## config.mk

```make
export PLATFORM = sky130hd
export DESIGN_NAME = mem_traffic_gen
export DESIGN_NICKNAME = d
export VERILOG_FILES = /design/src/rtl/mem_tg_pkg.sv /design/src/rtl/mem_traffic_gen.sv
export SDC_FILE = /design/constraint.sdc
export NUM_CORES = 1
export LEC_CHECK = 0
export BUFFER_PORTS_ARGS = -buffer_cell sky130_fd_sc_hd__buf_2
export CAP_MARGIN = 20
export CORE_MARGIN = 8
export CORE_UTILIZATION = 49
export CTS_CLUSTER_SIZE = 24
export DETAILED_ROUTE_END_ITERATION = 8
export GPL_TIMING_DRIVEN = 0
export PLACE_DENSITY_LB_ADDON = 0.25
export SYNTH_ARGS = -nofsm -noshare
export SYNTH_HDL_FRONTEND = slang
export SYNTH_SLANG_ARGS = --single-unit
```

## constraint.sdc

```tcl
create_clock -name clk -period 4.3 [get_ports clk]
set_input_delay 0.86 -clock clk [delete_from_list [all_inputs] [get_ports clk]]
set_output_delay 0.86 -clock clk [all_outputs]
set_load 0.02 [all_outputs]
```

## src/rtl/mem_tg_pkg.sv

```systemverilog
// Shared types for the memory traffic generator.
// FSM state and run-mode encodings.
package mem_tg_pkg;

  typedef enum logic [2:0] {
    S_IDLE      = 3'd0,
    S_WRITE     = 3'd1,
    S_READ_REQ  = 3'd2,
    S_READ_WAIT = 3'd3,
    S_DONE      = 3'd4
  } state_e;

  typedef enum logic [1:0] {
    MODE_FILL       = 2'b00,
    MODE_CHECK      = 2'b01,
    MODE_FILL_CHECK = 2'b10,
    MODE_RSVD       = 2'b11
  } mode_e;

endpackage

```

## src/rtl/mem_traffic_gen.sv

```systemverilog
// Memory fill/check traffic generator with pattern seed + address.
// Define MEM_TG_TIMEOUT_EN to bound the read-response wait.
module mem_traffic_gen
  import mem_tg_pkg::*;
#(
  parameter int DATA_WIDTH     = 32,
  parameter int MEM_DEPTH      = 64,
  parameter int TIMEOUT_CYCLES = 255,
  localparam int ADDR_WIDTH    = $clog2(MEM_DEPTH)
) (
  input  logic                  clk,
  input  logic                  reset_n,
  input  logic                  start,
  input  logic [1:0]            mode,
  input  logic [DATA_WIDTH-1:0] seed,
  output logic                  req_valid,
  output logic                  we,
  output logic [ADDR_WIDTH-1:0] addr,
  output logic [DATA_WIDTH-1:0] wdata,
  input  logic [DATA_WIDTH-1:0] rdata,
  input  logic                  valid_data,
  output logic                  busy,
  output logic                  done,
  output logic                  pass,
  output logic [ADDR_WIDTH:0]   err_count,
  output logic [ADDR_WIDTH-1:0] first_err_addr
);

  localparam logic [ADDR_WIDTH-1:0] LAST =
    ADDR_WIDTH'(MEM_DEPTH - 1);
  localparam logic [ADDR_WIDTH-1:0] A_ONE =
    ADDR_WIDTH'(1);
  localparam logic [ADDR_WIDTH:0] E_ONE =
    (ADDR_WIDTH + 1)'(1);

  state_e                  state_q, state_d;
  mode_e                   mode_q, mode_d;
  logic [DATA_WIDTH-1:0]   seed_q, seed_d;
  logic [ADDR_WIDTH-1:0]   addr_q, addr_d;
  logic [ADDR_WIDTH:0]     err_q, err_d;
  logic [ADDR_WIDTH-1:0]   first_q, first_d;
  logic                    pass_q, pass_d;
  logic [DATA_WIDTH-1:0]   pat;
  logic                    to_hit;
  logic                    resp;
  logic                    miss;

  assign pat = seed_q + DATA_WIDTH'(addr_q);

`ifdef MEM_TG_TIMEOUT_EN
  localparam int TW = $clog2(TIMEOUT_CYCLES + 1);
  logic [TW-1:0] to_q, to_d;

  always_comb begin
    to_hit = (state_q == S_READ_WAIT) && !valid_data &&
             (to_q == TW'(TIMEOUT_CYCLES - 1));
    to_d   = '0;
    if (state_q == S_READ_WAIT && !valid_data && !to_hit)
      to_d = to_q + TW'(1);
  end

  always_ff @(posedge clk or negedge reset_n) begin
    if (!reset_n) to_q <= '0;
    else          to_q <= to_d;
  end
`else
  assign to_hit = 1'b0;
`endif

  // A timed-out read is scored as a miscompare.
  assign resp = (state_q == S_READ_WAIT) &&
                (valid_data || to_hit);
  assign miss = valid_data ? (rdata != pat) : 1'b1;

  always_comb begin
    state_d = state_q;
    mode_d  = mode_q;
    seed_d  = seed_q;
    addr_d  = addr_q;
    err_d   = err_q;
    first_d = first_q;
    pass_d  = pass_q;
    unique case (state_q)
      S_IDLE: begin
        if (start) begin
          mode_d  = mode_e'(mode);
          seed_d  = seed;
          addr_d  = '0;
          err_d   = '0;
          first_d = '0;
          pass_d  = 1'b0;
          unique case (mode_e'(mode))
            MODE_FILL,
            MODE_FILL_CHECK: state_d = S_WRITE;
            MODE_CHECK:      state_d = S_READ_REQ;
            default:         state_d = S_DONE;
          endcase
        end
      end
      S_WRITE: begin
        if (addr_q == LAST) begin
          addr_d  = '0;
          state_d = (mode_q == MODE_FILL_CHECK) ?
                    S_READ_REQ : S_DONE;
        end else begin
          addr_d = addr_q + A_ONE;
        end
      end
      S_READ_REQ: state_d = S_READ_WAIT;
      S_READ_WAIT: begin
        if (resp) begin
          if (miss) begin
            err_d = err_q + E_ONE;
            if (err_q == '0) first_d = addr_q;
          end
          if (addr_q == LAST) begin
            state_d = S_DONE;
          end else begin
            addr_d  = addr_q + A_ONE;
            state_d = S_READ_REQ;
          end
        end
      end
      S_DONE:  state_d = S_IDLE;
      default: state_d = S_IDLE;
    endcase
    // Result settles on DONE entry so it is valid alongside done.
    if (state_d == S_DONE && state_q != S_DONE)
      pass_d = (err_d == '0) && (mode_d != MODE_RSVD);
  end

  always_ff @(posedge clk or negedge reset_n) begin
    if (!reset_n) begin
      state_q <= S_IDLE;
      mode_q  <= MODE_FILL;
      seed_q  <= '0;
      addr_q  <= '0;
      err_q   <= '0;
      first_q <= '0;
      pass_q  <= 1'b0;
    end else begin
      state_q <= state_d;
      mode_q  <= mode_d;
      seed_q  <= seed_d;
      addr_q  <= addr_d;
      err_q   <= err_d;
      first_q <= first_d;
      pass_q  <= pass_d;
    end
  end

  assign req_valid = (state_q == S_WRITE) ||
                     (state_q == S_READ_REQ);
  assign we        = (state_q == S_WRITE);
  assign addr      = addr_q;
  assign wdata     = (state_q == S_WRITE) ? pat : '0;
  assign busy      = (state_q != S_IDLE);
  assign done      = (state_q == S_DONE);
  assign pass      = pass_q;
  assign err_count = err_q;
  assign first_err_addr = first_q;

endmodule
```

Word-level counts from Yosys, hierarchy flattened
Index checks and enable logic that the tools add are counted.
{"block": "word_totals", "latchBits": 0, "input_bits": 70, "mem_bits_ro": 0, "out_inout_bits": 56, "ramBits": 0, "ff_bits": 57, "n_memories": 0}
{"block": "classes", "multipliers": 0, "n_shift": 0, "n_addsub": 3, "n_reduce_logical": 18, "n_lt_le_gt_ge": 0, "n_eq_ne": 17, "n_mux": 27, "bitwise": 0, "div_mod_pow": 0}
{"op": "6-bit 2-to-1 mux", "count": 7}
{"op": "32-bit by 6-bit adder with 32-bit output", "count": 1}
{"op": "32-bit 2-to-1 mux", "count": 1}
{"op": "32-bit != test", "count": 1}
{"op": "7-bit 2-to-1 mux", "count": 3}
{"op": "6-bit one-hot mux with 3 select lines", "count": 1}
{"op": "3-bit 2-to-1 mux", "count": 5}
{"op": "7-bit logical NOT", "count": 2}
{"op": "7-bit one-hot mux with 2 select lines", "count": 1}
{"op": "3-bit one-hot mux with 4 select lines", "count": 1}
{"op": "6-bit one-hot mux with 2 select lines", "count": 1}
{"op": "2-bit != test (second input constant)", "count": 5}
{"op": "7-bit by 1-bit adder with 7-bit output (second input constant)", "count": 1}
{"op": "6-bit by 1-bit adder with 6-bit output (second input constant)", "count": 1}
{"op": "3-bit by 2-bit == test with 1-bit output (second input constant)", "count": 2}
{"op": "3-bit == test (second input constant)", "count": 2}
{"op": "6-bit == test (second input constant)", "count": 1}
{"op": "3-bit one-hot mux with 2 select lines", "count": 1}
{"op": "2-bit nonzero test", "count": 3}
{"op": "3-bit nonzero test", "count": 2}
{"op": "5-bit AND reduction", "count": 1}
{"op": "2-bit == test (second input constant)", "count": 2}
{"op": "1-bit 2-to-1 mux", "count": 4}
{"op": "2-bit 2-to-1 mux", "count": 2}
{"op": "11 further kinds", "count": 14}

Longest topological paths before layout
Gate-level depths: netlist (run 1).
{"block": "logic_depth", "word_depth": 9, "depth_mapped": 15}

Worst setup path after synthesis (run 1)
No wires, ideal clock.
{"block": "synth_timing", "path_type": "register to register", "startpoint": "register addr_q[0] (netlist: addr[0])", "endpoint": "register pass_q (netlist: pass)", "period_less_slack_ns": 4.286, "t_required_ns": 4.197, "stages_incl_launch_ff": 15, "path_slack_ns": 0.014, "arrival_time_ns": 4.183, "path_buffers": 0, "path_cell_list": "dfrtp_1 ha_1 inv_1 fa_1 nor2b_1 o21ai_2 a21oi_1 mux2i_1 or3b_2 a2111oi_4 nand4_4 nand4b_1 or3b_1 or3_1 o41ai_2"}
{"block": "synth_between", "elab_chain_len": 9, "word_cells_on_any_way": 19, "classes_between": "add/sub (1); eq/ne (3); mux (9); reduce/logical (6)"}
{"element": "start, declared", "line_no": "mem_traffic_gen.sv:39", "source": "logic [ADDR_WIDTH-1:0] addr_q, addr_d;"}
{"element": "start signal, assigned", "line_no": "mem_traffic_gen.sv:145", "source": "addr_q <= addr_d;"}
{"element": "32-bit by 6-bit adder with 32-bit output", "line_no": "mem_traffic_gen.sv:48", "source": "assign pat = seed_q + DATA_WIDTH'(addr_q);"}
{"element": "32-bit != test", "line_no": "mem_traffic_gen.sv:73", "source": "assign miss = valid_data ? (rdata != pat) : 1'b1;"}
{"element": "1-bit 2-to-1 mux", "line_no": "mem_traffic_gen.sv:73"}
{"element": "7-bit 2-to-1 mux", "line_no": "mem_traffic_gen.sv:112", "source": "if (miss) begin"}
{"element": "7-bit 2-to-1 mux", "line_no": "mem_traffic_gen.sv:111", "source": "if (resp) begin"}
{"element": "7-bit one-hot mux with 2 select lines", "line_no": "mem_traffic_gen.sv:83", "source": "unique case (state_q)"}
{"element": "named net err_d[6]", "line_no": "mem_traffic_gen.sv:40", "source": "logic [ADDR_WIDTH:0] err_q, err_d;"}
{"element": "7-bit logical NOT", "line_no": "mem_traffic_gen.sv:129", "source": "pass_d = (err_d == '0) && (mode_d != MODE_RSVD);"}
{"element": "1-bit logical AND", "line_no": "mem_traffic_gen.sv:129"}
{"element": "1-bit 2-to-1 mux", "line_no": "mem_traffic_gen.sv:128", "source": "if (state_d == S_DONE && state_q != S_DONE)"}
{"element": "end signal, assigned", "line_no": "mem_traffic_gen.sv:148", "source": "pass_q <= pass_d;"}
{"element": "end, declared", "line_no": "mem_traffic_gen.sv:42", "source": "logic pass_q, pass_d;"}
The timed path passes the listed nets, and every way through them passes these cells.
A chain may end at the register's enable or synchronous reset.

Worst setup path after layout (run 1)
{"block": "layout_timing", "startpoint": "register addr_q[2] (netlist: addr[2])", "endpoint": "register pass_q (netlist: pass)"}
Same word-level chain as after synthesis.

==> flow_summary.toml, run 1 <==
[detailed_routing]
routed_wl_um = 17600
drt-initial-drc-count = 439
routed_via_density = 5.76
ant_nets = 0
dr.pass1.iters = 5
drc_errors = 0
vias = 5318
wire_per_inst_um = 19.1

[critical_path]
max_stage_delay_ns = 0.52
required_ns = 4.54
crit_slowest_cell = "or3b_2"
crit_chain = "ha_2 -> nand3_1 -> a21oi_2 -> o211ai_1 -> xnor2_1 -> or3b_2 -> a2111oi_4 -> nand4_4 -> nand4b_1 -> or3b_1 -> or3_1 -> o41ai_2"
critical_path_class = "flop to flop"
cp-end-kind = "flop"
cp.arrival_ns = 4.39
path_max_fanout = 8
start_kind = "flop"

[global_route]
track_usage = 0.245
grt_pass1_vias = 5279
grt_pass1_wl_um = 27700
antenna_found_initial = 0
overflow = 0
grt_max_degree = 39

[sta]
finalSetupViolations = 0
min_period_ns = 4.15
hold_viol_final = 0
maxSlewViolCount = 0
clock_skew_ns = 0.00917
max_freq_mhz = 241
finalCritPeriodShare = 0.965
finalWorstSetupSlack_ns = 0.152
worst_pin_slew_ns = 0.584
slew-limit-headroom = 0.611

[floorplanning]
pin_count = 126
num_rows = 37
dieWidth_um = 117
die_y_um = 117
core_area_um2 = 10100
die_area_um2 = 13800
initial_core_util = 0.497

[synthesis]
async_flop_share = 1.00
yosys-top-cells-area = "dfrtp_1 28%, nand2_1 10%, xnor2_1 5.4%"
synth-edff-count = 0
yosys.area.top_type_share = 0.283
syn-instance-count = 641
synth_area_leader_cell = "dfrtp_1"
synth-seq-cells = 57
synth.avg_cell_area_um2 = 7.86
synth_cell_types = 71
ys_seq_area_frac = 0.283
syn_nets = 721
synth_area_um2 = 5040
ys.warnings.count = 0
synthFlopType = "dfrtp_1"

[layout]
nFillCells = 945
drive_above_1_share = 0.267
nets = 864
final_common_cell = "nand2_1"
layout_common_cells = "138 x nand2_1, 128 x buf_2, 58 x nor2_1"
antenna_cells = 0
area_growth_pct = 24.9

[clock_tree]
clk_pin_slew_worst_paths_ns = 0.06
clk_latency_ns = 0.34
cts_htree_levels = 3
cts_tree = "done"
root_buffer = "clkbuf_8"
cts_hold_buf = 0
cts_made_buffers = 9
clock-sinks = 57
cts_buffer_depth = 2

[job]
drv_cap = 0

[place]
dpl_worst_slack_ns = -0.771
numPortBuffers = 124
dp_hpwl_um = 14100
gp_congestion = 0.914

[min_path]
min_path_type = "input port to asynchronous set/reset pin"

[power_and_ir_drop]
power_mw = 3.98
p_per_area_nw_per_um2 = 632
p_leak_nw = 2.89
ir_worst_vdd_uv = 430

[outcome]
status = "complete, no violations"
==> layout make-up <==
type	instances	area [um^2]	share of cell area
Multi-Input combinational cell	531	3590	0.571
Sequential cell	57	1430	0.228
Timing Repair Buffer	137	731	0.116
Tap cell	136	170	0.0270
Clock buffer	14	163	0.0259
Buffer	32	141	0.0225
Inverter	16	60.1	0.00955
==> through the flow <==
| stage | setup TNS [ns] | hold WS, ns | util | instance area (um^2) | std cells |
|---|---|---|---|---|---|
| after floorplan | 0 | 0.450 | - | 5040 | 641 |
| after global placement | -5.40 | 0.464 | 0.575 | 5830 | 901 |
| after detailed placement | -4.94 | 0.473 | 0.577 | 5850 | 902 |
| after CTS | 0 | 0.483 | 0.602 | 6110 | 917 |
| after global routing | -0.0120 | 0.514 | 0.621 | 6290 | 923 |
| final | 0 | 0.473 | 0.621 | 6290 | 923 |
==> power by group <==
part	internal [mW]	leakage [nW]	switching (mW)
clock	0.235	0.0826	0.194
sequential	0.752	0.727	0.252
combinational	0.963	2.08	1.58
total	1.95	2.89	2.03
==> critical path: cells and delay by family, from the launching register on <==
family,cells,cell delay (ns)
AND/OR/NAND/NOR,6,1.87
AO/OA/AOI/OAI,4,1.02
flip-flops,1,0.49
adder cells (fa/ha/maj),1,0.45
XOR/XNOR,1,0.22
==> cell usage after synthesis, drive strengths merged, types with 10 or more instances <==
cell / n
nand2: 138
xnor2: 31
nand3: 26
mux2i: 10
nor3: 13
inv: 16
nor2: 58
o21ai: 29
a21oi: 17
and3: 11
nor2b: 10
xor2: 20
clkbuf: 29
dfrtp: 57
nand4: 15
==> logic make-up (layout without fill, tap and decap cells) <==
| logic type | after synthesis | count (layout) | synth area share |
|---|---|---|---|
| adders and majority gates | 10 | 10 | 0.0263 |
| buffers and inverters | 54 | 199 | 0.0442 |
| xor gates and xnor gates | 59 | 59 | 0.125 |
| DFF | 57 | 57 | 0.283 |
| AOI/OAI and AO/OA | 116 | 117 | 0.170 |
| and+or+nand+nor | 332 | 332 | 0.325 |
| muxes | 13 | 13 | 0.0266 |
==> path summary, 6_finish.rpt <==
check	endpoint	from	cells past startpoint	slack, ns
setup / recovery	pass	addr[2]	12	0.15
hold / removal	first_err_addr[1]	reset_n	1	0.47
setup reg to reg	pass	addr[2]	12	0.15
hold reg to reg	seed_q[2]	seed_q[2]	2	0.50
max in group asynchronous	seed_q[9]	reset_n	2	3.25
min in group clk	seed_q[2]	seed_q[2]	2	0.50
==> routing by layer <==
metal  share of wire  global-route usage
met5               0                   0
met4           0.027              0.0770
met3           0.065              0.0427
met2            0.49               0.421
met1            0.42               0.306
==> flip-flops by register name, summed over array words and instances (netlist names) <==
name            flops
pass                1
mode_q              2
state_q             3
addr                6
err_count           7
seed_q             32
first_err_addr      6
==> what timing repair did <==
action                                 CTS  global route
buffers inserted                         4             8
gates resized for setup                 20            26
gates cloned                             0             1
endpoints found under the hold margin    0             0
setup endpoints to repair               10             6
pin swaps                                2             8
(Power assumes the default switching activity.)
==> run 2, diff against run 1 <==
Settings changed: SETUP_SLACK_MARGIN set to 0.3.
==> run 2 against run 1 <==
Against the previous run:
- routed wire length down 0.39%
- combinational power rose by 3%
- cell area up 2.9%
- non-clock buffer count grew 14
- critical path depth up 2
- count of clock-buffer cells in the layout increased by 2
- clock skew is essentially flat
- hold slack improved by 0.0056 ns
- sequential power about the same
- global-route usage decreased by 0.24 points
- register-to-register slack about the same
- sequential share of layout area shrank 0.62 points
- highest routed layer unchanged
==> flow_summary.toml, run 2 (synthesis gave the netlist of run 1 again) <==
[detailed_routing]
drt-initial-drc-count = 449
wire_per_inst_um = 18.7
routed_wl_um = 17600
routed_via_density = 5.80
dr.pass1.iters = 8
vias = 5446
ant_nets = 0
drc_errors = 0

[critical_path]
crit_chain = "ha_4 -> inv_2 -> fa_2 -> nor2b_4 -> o21ai_4 -> a21oi_4 -> mux2i_2 -> or3b_4 -> a2111oi_4 -> nand4_4 -> nand4b_1 -> or3b_4 -> or3_4 -> o41ai_2"
r2r-start = "seed_q[0]"
start_kind = "flop"
crit_buf_inv = 1
crit_slowest_cell = "fa_2"
crit_top_cell = "or3b_4"
required_ns = 4.52
cp-end-kind = "flop"
critical_path_class = "flop to flop"
crit_family = "simple AND/OR/NAND/NOR gates"
path_max_fanout = 5
cp.arrival_ns = 4.37
max_stage_delay_ns = 0.42
crit_start = "seed_q[0]"

[global_route]
met2_usage = 0.407
antenna_found_initial = 0
grt_pass1_vias = 5315
use_met1 = 0.304
top_usage_layer = "met2"
grt_pass1_wl_um = 27500
overflow = 0
use_met3 = 0.0470
grt_max_degree = 39
track_usage = 0.243

[outcome]
status = "complete, no violations"

[place]
gp_congestion = 0.921
dp_hpwl_um = 13800
place_area_um2 = 5860
numPortBuffers = 124

[power_and_ir_drop]
p_int_mw = 1.98
clockPowerShare = 0.105
p_sw_frac = 0.508
comb_power_share = 0.653
p_per_area_nw_per_um2 = 621
power_mw = 4.02
p_switching_mw = 2.04
seqPwrFrac = 0.242
p_leak_nw = 2.97
ir_worst_vdd_uv = 467

[layout]
design_area_um2 = 6470
regArea_um2 = 1440
final_common_cell = "nand2_1"
largest_reg_flops = 32
area_growth_pct = 28.5
layout_common_cells = "138 x nand2_1, 127 x buf_2, 58 x nor2_1"
regMostFlops = "seed_q"
antenna_cells = 0
nFillCells = 898
nets = 878
multiInputGateArea_um2 = 3660
drive_above_1_share = 0.294

[job]
drv_cap = 0

[sta]
hold_viol_final = 0
rsz0062_at_grt = "yes"
min_period_ns = 4.15
maxSlewViolCount = 0
max_freq_mhz = 241
finalSetupViolations = 0
slew-limit-headroom = 0.627
tns_ns = 0
worst_pin_slew_ns = 0.558
clock_skew_ns = 0.00896
finalCritPeriodShare = 0.965

[floorplanning]
initial_core_util = 0.497
die_area_um2 = 13800
core_area_um2 = 10100
die_y_um = 117
num_rows = 37
dieWidth_um = 117
pin_count = 126

[clock_tree]
cts_htree_levels = 3
clk_latency_ns = 0.34
clk_pin_slew_worst_paths_ns = 0.06
cts_made_buffers = 9
cts_tree = "done"
clock-sinks = 57
cts_buffer_depth = 2
root_buffer = "clkbuf_8"

[min_path]
min_path_type = "input port to asynchronous set/reset pin"
## run 2: cell types whose count changed in the layout (fill, tap and decap cells not counted), sizes merged
cell,previous run,this run
clkbuf,37,44
buf,146,155
## run 2: timing repair
action | 4_1_cts | 5_1_grt
hold buffers | 0 | 0
setup endpoints to repair | 19 | 7
setup buffers | 10 | 10
gates cloned | 0 | 1
resized for setup | 36 | 37
pin swaps | 7 | 16
## run 2: routing by layer
metal	vias up	part of all wire
met3	38	0.078
met5	-	0
met2	252	0.48
met4	0	0.029
li1	2585	-
met1	2571	0.41
## run 2: per-stage QoR
step	std cells	hold WS, ns	setup slack [ns]	util
2_1_floorplan	641	0.450	0.303	-
3_3_place_gp	901	0.465	-0.668	0.576
3_5_place_dp	902	0.473	-0.628	0.578
4_1_cts	928	0.486	0.145	0.615
5_1_grt	939	0.510	0.0682	0.638
6_report	939	0.479	0.151	0.638
## run 2: power groups by stage
stage | sequential, mW | combinational, mW | clock [mW]
2_1_floorplan | 0.976 | 1.67 | 0
3_3_place_gp | 0.959 | 2.40 | 0
3_5_place_dp | 0.970 | 2.43 | 0
4_1_cts | 0.962 | 2.51 | 0.428
5_1_grt | 1.00 | 2.86 | 0.449
6_report | 0.972 | 2.62 | 0.421
## run 2: final cells by class
cell class / instances / area share
Sequential cell: 57 / 0.222
Inverter: 16 / 0.00928
Clock buffer: 16 / 0.0247
Multi-Input combinational cell: 531 / 0.566
Buffer: 38 / 0.0296
Timing Repair Buffer: 145 / 0.122
Tap cell: 136 / 0.0263
## run 2: final timing paths
| kind | to | slack (ns) | cells past startpoint |
|---|---|---|---|
| min in group clk | seed_q[2] | 0.49 | 2 |
| max | pass | 0.15 | 14 |
| min reg2reg | seed_q[2] | 0.49 | 2 |
| min | state_q[2] | 0.48 | 1 |
| max reg2reg | pass | 0.15 | 14 |
| max in group asynchronous | addr[4] | 3.25 | 2 |
==> run 3, diff against run 2 <==
Settings changed: ABC_AREA set to 1, SETUP_SLACK_MARGIN 0.3 to 0.1.
==> run 3 against run 2 <==
Against the previous run:
- first-iteration DRC count grew 9.6%
- largest cell class unchanged
- clock skew grew 0.0076 ns
- clock power grew 30%
- largest power group unchanged
- cell area shrank 3.6%
- register-to-register slack gained 0.44 ns
- total power shrank 7.7%
- hold slack lost 0.012 ns
- sequential share of layout area grew 0.69 points
- routed wire length grew 1.5%
- non-clock buffer count shrank 44
- sequential power is essentially flat
==> flow_summary.toml, run 3 <==
[clock_tree]
cts_resized = 0
cts_hold_buf = 0
cts_buffer_depth = 2
cts_tree = "done"
postCtsSetupRepairBufs = 0
clk_latency_ns = 0.37
root_buffer = "clkbuf_8"
clock-sinks = 57
cts_htree_levels = 3
cts_made_buffers = 9
clk_pin_slew_worst_paths_ns = 0.08

[power_and_ir_drop]
ir_worst_vdd_uv = 294
p_per_area_nw_per_um2 = 594
p_leak_nw = 3.49
power_mw = 3.71

[synthesis]
syn_nets = 969
synth.most_common_cell = "nand2_1"
synthFlopType = "dfrtp_1"
yosys-top-cells-area = "dfrtp_1 27%, nand2_1 23%, nand3_1 11%"
ys_seq_area_frac = 0.274
synth_area_leader_cell = "dfrtp_1"
async_flop_share = 1.00
synth.avg_cell_area_um2 = 5.86
synth_area_um2 = 5210
yosys.area.top_type_share = 0.274
synth_cell_types = 38
synthTopCellsByCount = "324 x nand2_1, 122 x inv_1, 113 x nand3_1"
synth-seq-cells = 57
synth-edff-count = 0
syn-instance-count = 889
ys.warnings.count = 0

[sta]
finalWorstSetupSlack_ns = 0.589
slew-limit-headroom = 0.507
worst_pin_slew_ns = 0.740
clock_skew_ns = 0.0166
max_freq_mhz = 269
maxSlewViolCount = 0
rsz0062_at_grt = "no"
min_period_ns = 3.71
tns_ns = 0
finalSetupViolations = 0
hold_viol_final = 0
timing.hold.ws_ns = 0.467
finalCritPeriodShare = 0.863

[floorplanning]
core_area_um2 = 10300
die_y_um = 119
die_area_um2 = 14200
num_rows = 37
initial_core_util = 0.505
dieWidth_um = 119
pin_count = 126

[detailed_routing]
routed_via_density = 5.32
dr.pass1.iters = 5
drt-initial-drc-count = 492
drc_errors = 0
ant_nets = 0
vias = 6212
wire_per_inst_um = 15.3
routed_wl_um = 17800

[place]
dpl_worst_slack_ns = 0.682
gp_congestion = 0.974
dp_hpwl_um = 14500
dp.cells = 1151
numPortBuffers = 125

[critical_path]
required_ns = 4.61
crit_buf_inv = 3
critical_path_class = "flop to flop"
timing.rr.end = "pass"
r2r-start = "addr[0]"
start_kind = "flop"
max_stage_delay_ns = 0.44
cp.arrival_ns = 4.02
path_max_fanout = 10
r2r_slack_ns = 0.59
cp-end-kind = "flop"
crit_top_cell = "nand2_1"
crit_slowest_cell = "dfrtp_1"
reg2reg_depth = 25
crit_family = "simple AND/OR/NAND/NOR gates"

[layout]
layout_common_cells = "324 x nand2_1, 126 x buf_2, 122 x inv_1"
largest_reg_flops = 32
antenna_cells = 0
drive_above_1_share = 0.177
finalNonFillerCells = 1167
final_common_cell = "nand2_1"
regMostFlops = "seed_q"
nets = 1106
area_growth_pct = 19.7

[job]
drv_cap = 0

[global_route]
track_usage = 0.253
grt_pass1_wl_um = 28900
overflow = 0
grt_pass1_vias = 5985
grt_max_degree = 40
antenna_found_initial = 1

[outcome]
status = "complete, no violations"

[min_path]
min_path_type = "input port to asynchronous set/reset pin"
-- run 3: area by class of cell --
| cell class | count | area [um^2] |
|---|---|---|
| timing repair buffer | 126 | 646 |
| clock inverter | 6 | 72.6 |
| buffer | 13 | 65.1 |
| fill | 1039 | 4090 |
| inverter | 125 | 469 |
| clock buffer | 10 | 138 |
| multi-input combinational | 694 | 3250 |
| sequential | 57 | 1430 |
| tap | 136 | 170 |
-- run 3: cell families (layout without fill, tap and decap cells) --
group / after synthesis / in the layout / synth area share
buf+inv: 138 / 280 / 0.102
xor+xnor: 2 / 2 / 0.00336
flops: 57 / 57 / 0.274
compound gates: 61 / 61 / 0.0691
simple gates: 621 / 621 / 0.526
fa+ha+maj: 10 / 10 / 0.0254
-- run 3: worst max-delay path by stage --
| stage | startpoint | end | slack, ns | cells past startpoint |
|---|---|---|---|---|
| floorplan | addr[0] | wdata[16] | 1.25 | 13 |
| global placement | addr[0] | pass | 0.69 | 25 |
| detailed placement | addr[0] | pass | 0.68 | 25 |
| CTS | addr[0] | wdata[16] | 0.63 | 14 |
| global route | addr[0] | pass | 0.18 | 25 |
| finish | addr[0] | pass | 0.59 | 25 |
-- run 3: through the flow --
step                      area (um^2)  utilization
after floorplan                  5210            -
after global placement           6010        0.582
after detailed placement         6030        0.584
after CTS                        6240        0.604
after global routing             6240        0.604
final                            6240        0.604
-- run 3: per-layer routing --
layer / global-route usage / vias up / wire length (um)
li1: - / 3125 / -
met5: 0 / - / 10
met2: 0.420 / 269 / 8120
met4: 0.0735 / 2 / 471
met1: 0.310 / 2774 / 7320
met3: 0.0746 / 42 / 1910
-- run 3: report_power, final --
group / internal [mW] / switching, mW / leakage, nW / total [mW]
registers: 0.729 / 0.245 / 0.732 / 0.974
logic: 0.664 / 1.52 / 2.66 / 2.19
clock network: 0.290 / 0.258 / 0.104 / 0.548
total: 1.68 / 2.02 / 3.49 / 3.71
